$ cat src/rtl/shared_reg_wr_arbiter.sv
// rtl/shared_reg_wr_arbiter.sv - round-robin write arbiter for a shared register wall (optional bursts: LOCK_EN)
module shared_reg_wr_arbiter #(
  parameter int NUM_REQ  = 4,
  parameter int LENGTH   = 5,
  parameter int MAX_LOCK = 4
) (
  input  logic                      clk,
  input  logic                      reset,
  input  logic [NUM_REQ-1:0]        req,
  input  logic [NUM_REQ-1:0]        lock,
  input  logic [NUM_REQ*LENGTH-1:0] wr_data,
  output logic [NUM_REQ-1:0]        gnt,
  output logic                      reg_en,
  output logic [LENGTH-1:0]         reg_d,
  output logic                      busy
);

  localparam int PW = $clog2(NUM_REQ);
  localparam logic [PW-1:0] LAST_IDX = PW'(NUM_REQ - 1);
  localparam logic [PW:0]   NREQ_W   = (PW + 1)'(NUM_REQ);

  logic [PW-1:0]          rr_ptr;
  logic [PW-1:0]          rr_ptr_nxt;
  logic [2*NUM_REQ-1:0]   req_dbl;
  logic [NUM_REQ-1:0]     req_rot;
  logic [PW-1:0]          pick_off;
  logic [PW:0]            pick_sum;
  logic                   pick_vld;
  logic [PW-1:0]          pick_idx;
  logic [PW-1:0]          pick_adv;
  logic [NUM_REQ-1:0]     arb_gnt;
  logic [LENGTH-1:0]      sel_data;

  // Round-robin pick: rotate req so rr_ptr sits at bit 0, take the lowest set bit, rotate back
  always_comb begin
    req_dbl  = {req, req} >> rr_ptr;
    req_rot  = req_dbl[NUM_REQ-1:0];
    pick_vld = 1'b0;
    pick_off = '0;
    for (int k = NUM_REQ - 1; k >= 0; k--) begin
      if (req_rot[k]) begin
        pick_vld = 1'b1;
        pick_off = PW'(k);
      end
    end
    pick_sum = {1'b0, rr_ptr} + {1'b0, pick_off};
    if (pick_sum >= NREQ_W) begin
      pick_sum = pick_sum - NREQ_W;
    end
    pick_idx = pick_sum[PW-1:0];
    pick_adv = (pick_idx == LAST_IDX) ? '0 : pick_idx + PW'(1);
    arb_gnt  = '0;
    for (int i = 0; i < NUM_REQ; i++) begin
      arb_gnt[i] = pick_vld && (pick_idx == PW'(i));
    end
  end

`ifdef LOCK_EN
  localparam int CW = $clog2(MAX_LOCK + 1);

  typedef enum logic {ARB, LOCKED} state_t;

  state_t         state;
  state_t         state_nxt;
  logic [PW-1:0]  owner;
  logic [PW-1:0]  owner_nxt;
  logic [CW-1:0]  lock_cnt;
  logic [CW-1:0]  lock_cnt_nxt;
  logic           hold;

  // A burst continues only while its owner keeps both req and lock up
  assign hold = (state == LOCKED) && req[owner] && lock[owner];
  assign busy = hold;

  // Next-state and grant: burst owner wins outright, otherwise fall straight into round robin
  always_comb begin
    state_nxt    = state;
    owner_nxt    = owner;
    lock_cnt_nxt = lock_cnt;
    rr_ptr_nxt   = rr_ptr;
    gnt          = '0;
    if (hold) begin
      for (int i = 0; i < NUM_REQ; i++) begin
        gnt[i] = (owner == PW'(i));
      end
      lock_cnt_nxt = lock_cnt + CW'(1);
      if (lock_cnt + CW'(1) == CW'(MAX_LOCK)) begin
        state_nxt = ARB;
      end
    end else begin
      state_nxt = ARB;
      gnt       = arb_gnt;
      if (pick_vld) begin
        rr_ptr_nxt = pick_adv;
        if (lock[pick_idx] && (MAX_LOCK > 1)) begin
          state_nxt    = LOCKED;
          owner_nxt    = pick_idx;
          lock_cnt_nxt = CW'(1);
        end
      end
    end
  end

  // Arbiter state register
  always_ff @(posedge clk) begin
    if (reset) begin
      rr_ptr   <= '0;
      state    <= ARB;
      owner    <= '0;
      lock_cnt <= '0;
    end else begin
      rr_ptr   <= rr_ptr_nxt;
      state    <= state_nxt;
      owner    <= owner_nxt;
      lock_cnt <= lock_cnt_nxt;
    end
  end
`else
  logic unused_lock;

  assign unused_lock = ^lock;
  assign busy        = 1'b0;

  // Plain round robin: every grant advances the pointer past the winner
  always_comb begin
    gnt        = arb_gnt;
    rr_ptr_nxt = pick_vld ? pick_adv : rr_ptr;
  end

  // Round-robin pointer register
  always_ff @(posedge clk) begin
    if (reset) begin
      rr_ptr <= '0;
    end else begin
      rr_ptr <= rr_ptr_nxt;
    end
  end
`endif

  // Select the granted requester's data slice
  always_comb begin
    sel_data = '0;
    for (int i = 0; i < NUM_REQ; i++) begin
      if (gnt[i]) begin
        sel_data = wr_data[i*LENGTH +: LENGTH];
      end
    end
  end

  // Write stage: one register between the grant and the wall; data holds when idle
  always_ff @(posedge clk) begin
    if (reset) begin
      reg_en <= 1'b0;
      reg_d  <= '0;
    end else begin
      reg_en <= |gnt;
      if (|gnt) begin
        reg_d <= sel_data;
      end
    end
  end

endmodule

$ cat config.mk
export PLATFORM = sky130hd
export DESIGN_NAME = shared_reg_wr_arbiter
export DESIGN_NICKNAME = d
export VERILOG_FILES = /design/src/rtl/shared_reg_wr_arbiter.sv
export SDC_FILE = /design/constraint.sdc
export NUM_CORES = 1
export LEC_CHECK = 0
export CELL_PAD_IN_SITES_DETAIL_PLACEMENT = 1
export CELL_PAD_IN_SITES_GLOBAL_PLACEMENT = 1
export CORE_UTILIZATION = 28
export DETAILED_ROUTE_END_ITERATION = 10
export PLACE_DENSITY = 0.84
export SYNTH_ARGS = -nofsm -noshare
export SYNTH_HDL_FRONTEND = slang
export SYNTH_SLANG_ARGS = --single-unit
$ cat constraint.sdc
create_clock -name clk -period 5.7 [get_ports clk]
set_input_delay 0.57 -clock clk [delete_from_list [all_inputs] [get_ports clk]]
set_output_delay 0.57 -clock clk [all_outputs]
set_load 0.005 [all_outputs]
==> impl_metrics.csv <==
group,metric,value,unit
layout,post_route_cells_drive_above_1_share,0.0703,
floorplan,die-area,0.00294,sq mm
global_route,antenna_found_initial,0,
floorplan,core,0.00252,sq mm
global_route,gr-total-overflow,0,
sta,setup_viol_count_final,0,
clock_network,cts_resized,0,
route,viasPerCell,5.03,
power,p_comb_frac,0.774,
floorplan,boundaryPins,41,
clock_network,worstSkewPairLatency,250,ps
power,internal_power,0.351,mW
route,route.antenna.remaining_nets,0,
floorplan,die_h,54.3,um
floorplan,die_w,54.3,um
sta,grt_setup_unrepaired,"no",
global_route,global_route_wire_length_before_repair,3510,um
power,power_switching_share,0.445,
clock_network,cts-buffers-inserted,3,
layout,syn_to_final_growth,45.0,%
clock_network,root_cell_of_the_clock_tree,"clkbuf_4",
sta,tns,0,ps
sta,timing.clock.skew,7.50,ps
route,via_count,795,
setup_path,crit_required,5130,ps
layout,antennaDiodeCount,0,
clock_network,cts_hold_buffers,0,
floorplan,starting_density_of_the_core,0.303,
setup_path,worst_path_largest_cell_delay,620,ps
layout,utilization,0.439,
job,max_cap_violations,0,
clock_network,clock_path_buffers,2,
route,drc_errors,0,
sta,clock.fmax,0.236,GHz
setup_path,critical_path_peak_fanout,12,
clock_network,post_cts.repair.setup_buffers,0,
sta,final_period_minus_worst_setup_slack,4240,ps
clock_network,tritoncts,"done",
clock_network,cts-htree-levels,1,
layout,finish.net_count,165,
logic_synthesis,avgSynthCellArea,7.64,sq um
power,switchingPower,0.281,mW
layout,mostFrequentLayoutCell,"clkdlybuf4s50_1",
power,ir_worst_vdd,0.274,mV
min_path,worst_hold_path_type,"reg2reg",
setup_path,critical_path.cell_chain,"clkdlybuf4s50_1 -> inv_1 -> and3_1 -> o21ai_0 -> o211ai_1 -> ha_1 -> xnor2_1 -> xor2_1 -> ha_1 -> and2b_1 -> clkdlybuf4s50_1",
layout,final_cell_mix,"35 x clkdlybuf4s50_1, 16 x nor2_1, 9 x a21oi_1, 8 x dfxtp_1, 7 x inv_1",
place,routabilityCongestion,0.660,
setup_path,critical-path-slowest-cell,"clkdlybuf4s50_1",
route,initialDrtViolationCount,4,
global_route,grt.total_usage,0.164,
sta,worst_hold_slack,505,ps
sta,report.final.hold_viol_count,0,
route,drtPass1Iterations,2,
logic_synthesis,syn_inst,100,
setup_path,critical_path.startpoint_type,"input pin",
global_route,grt_pass1_vias,821,
clock_network,cts.sink_count,8,
logic_synthesis,ys_warn_count,0,
layout,filler_instances,332,
place,postPlaceCellArea,0.00109,sq mm
power,pwr_density_cell,570,mW/mm^2
setup_path,end_kind,"output port",
sta,timing.final.max_slew_violations,0,
clock_network,clk_pin_slew,60,ps
status,run_status,"finished, final reports clean",
floorplan,floorplan.rows,18,
logic_synthesis,synth.lib_cells_used.distinct,29,
power,p_clk_frac,0.067,
logic_synthesis,synthesis.area,764,sq um
place,hpwlAfterDp,1830,um
sta,max_slew.worst_pin.slew,680,ps
sta,min_period_over_period,0.744,
setup_path,cp_data_arrival_time,3670,ps
place,io_buffers,35,
logic_synthesis,seq_area_frac_synth,0.209,
route,wl_per_cell,14.3,um
layout,postLayoutCellArea,0.00111,sq mm
power,power.static_leakage,0.428,nW
power,sequentialPowerShare,0.159,
logic_synthesis,ys_ff_latch,8,
global_route,maximum_number_of_pins_on_one_net_before_global_route_repair,14,
route,detail_route.wirelength,2260,um
sta,slew-limit-headroom,0.543,
setup_path,worstSetupPathType,"in2out",
logic_synthesis,mappedNetlistNets,135,
## stage by stage
| step | power (mW) | setup slack [ps] | cells |
|---|---|---|---|
| after floorplan | 0.429 | 2860 | 100 |
| after global placement | 0.576 | 1590 | 155 |
| after global routing | 0.688 | 1240 | 158 |
| after detailed placement | 0.598 | 1410 | 155 |
| after CTS | 0.644 | 1400 | 158 |
| final | 0.632 | 1460 | 158 |
## kinds of logic after synthesis
| family | synth area share |
|---|---|
| flip-flops | 0.209 |
| other | 0.00491 |
| AND/OR/NAND/NOR | 0.309 |
| buffers and inverters | 0.121 |
| adder cells (fa/ha/maj) | 0.0818 |
| AO/OA/AOI/OAI | 0.239 |
| XOR/XNOR | 0.0344 |
## flip-flops by register name, indices dropped and copies added (netlist names)
signal,cells
reg_en,1
reg_d,5
rr_ptr,2
## area by class of cell
class                           instances  area, sq um  area share
Inverter                                7         26.3      0.0237
Clock buffer                            3         22.5      0.0203
Timing Repair Buffer                   35          350       0.316
Sequential cell                         8          160       0.144
Tap cell                               30         37.5      0.0339
Multi-Input combinational cell         75          512       0.462
## power by group through the flow
stage / sequential [mW] / clock, mW / combinational, mW
floorplan: 0.0911 / 0 / 0.338
global placement: 0.0996 / 0 / 0.476
detailed placement: 0.102 / 0 / 0.496
CTS: 0.101 / 0.0435 / 0.500
global route: 0.103 / 0.0456 / 0.539
finish: 0.101 / 0.0422 / 0.489
## routing by layer
layer / global-route usage / share of wire / vias up
met5: 0 / 0 / -
met4: 0.0513 / 0 / 0
met3: 0.00833 / 0.021 / 0
met2: 0.299 / 0.54 / 13
met1: 0.205 / 0.44 / 373
li1: - / - / 409
## cells in the mapped netlist
master / count / share of area
and3_1: 1 / 0.0082
nor4_4: 1 / 0.028
nand2b_1: 2 / 0.016
buf_6: 2 / 0.029
buf_4: 2 / 0.020
nor4_1: 1 / 0.0082
buf_2: 5 / 0.033
o211ai_1: 1 / 0.0098
xnor2_1: 2 / 0.023
conb_1: 1 / 0.0049
and2b_1: 2 / 0.020
a211oi_2: 2 / 0.033
nor3_2: 2 / 0.026
a21oi_1: 9 / 0.059
o21ai_0: 1 / 0.0065
inv_1: 7 / 0.034
o32ai_1: 2 / 0.023
nor3_1: 6 / 0.039
buf_1: 1 / 0.0049
nand2_1: 4 / 0.020
ha_1: 5 / 0.082
a221oi_1: 5 / 0.057
a32oi_2: 1 / 0.021
a211oi_1: 3 / 0.029
xor2_1: 1 / 0.011
dfxtp_1: 8 / 0.21
nor2b_1: 2 / 0.016
nor2_1: 16 / 0.079
nand3b_1: 5 / 0.049
## path summary, 6_finish.rpt
| check | start | to | slack (ps) | cells after the start |
|---|---|---|---|---|
| worst min-delay path | reg_d[2] | reg_d[2] | 510 | 2 |
| worst min register to register | reg_d[2] | reg_d[2] | 510 | 2 |
| worst max register to register | rr_ptr[0] | reg_d[3] | 2770 | 11 |
| worst max-delay path | req[3] | gnt[3] | 1460 | 11 |
## worst max-delay path, delay by kind of cell
kind                       cells  cell delay, ps
AOI/OAI and AO/OA              2             260
xor gates and xnor gates       2             520
adders and majority gates      2             690
buffers and inverters          3            1260
and+or+nand+nor                2             380
No activity file was read; power rests on OpenSTA's default activity.
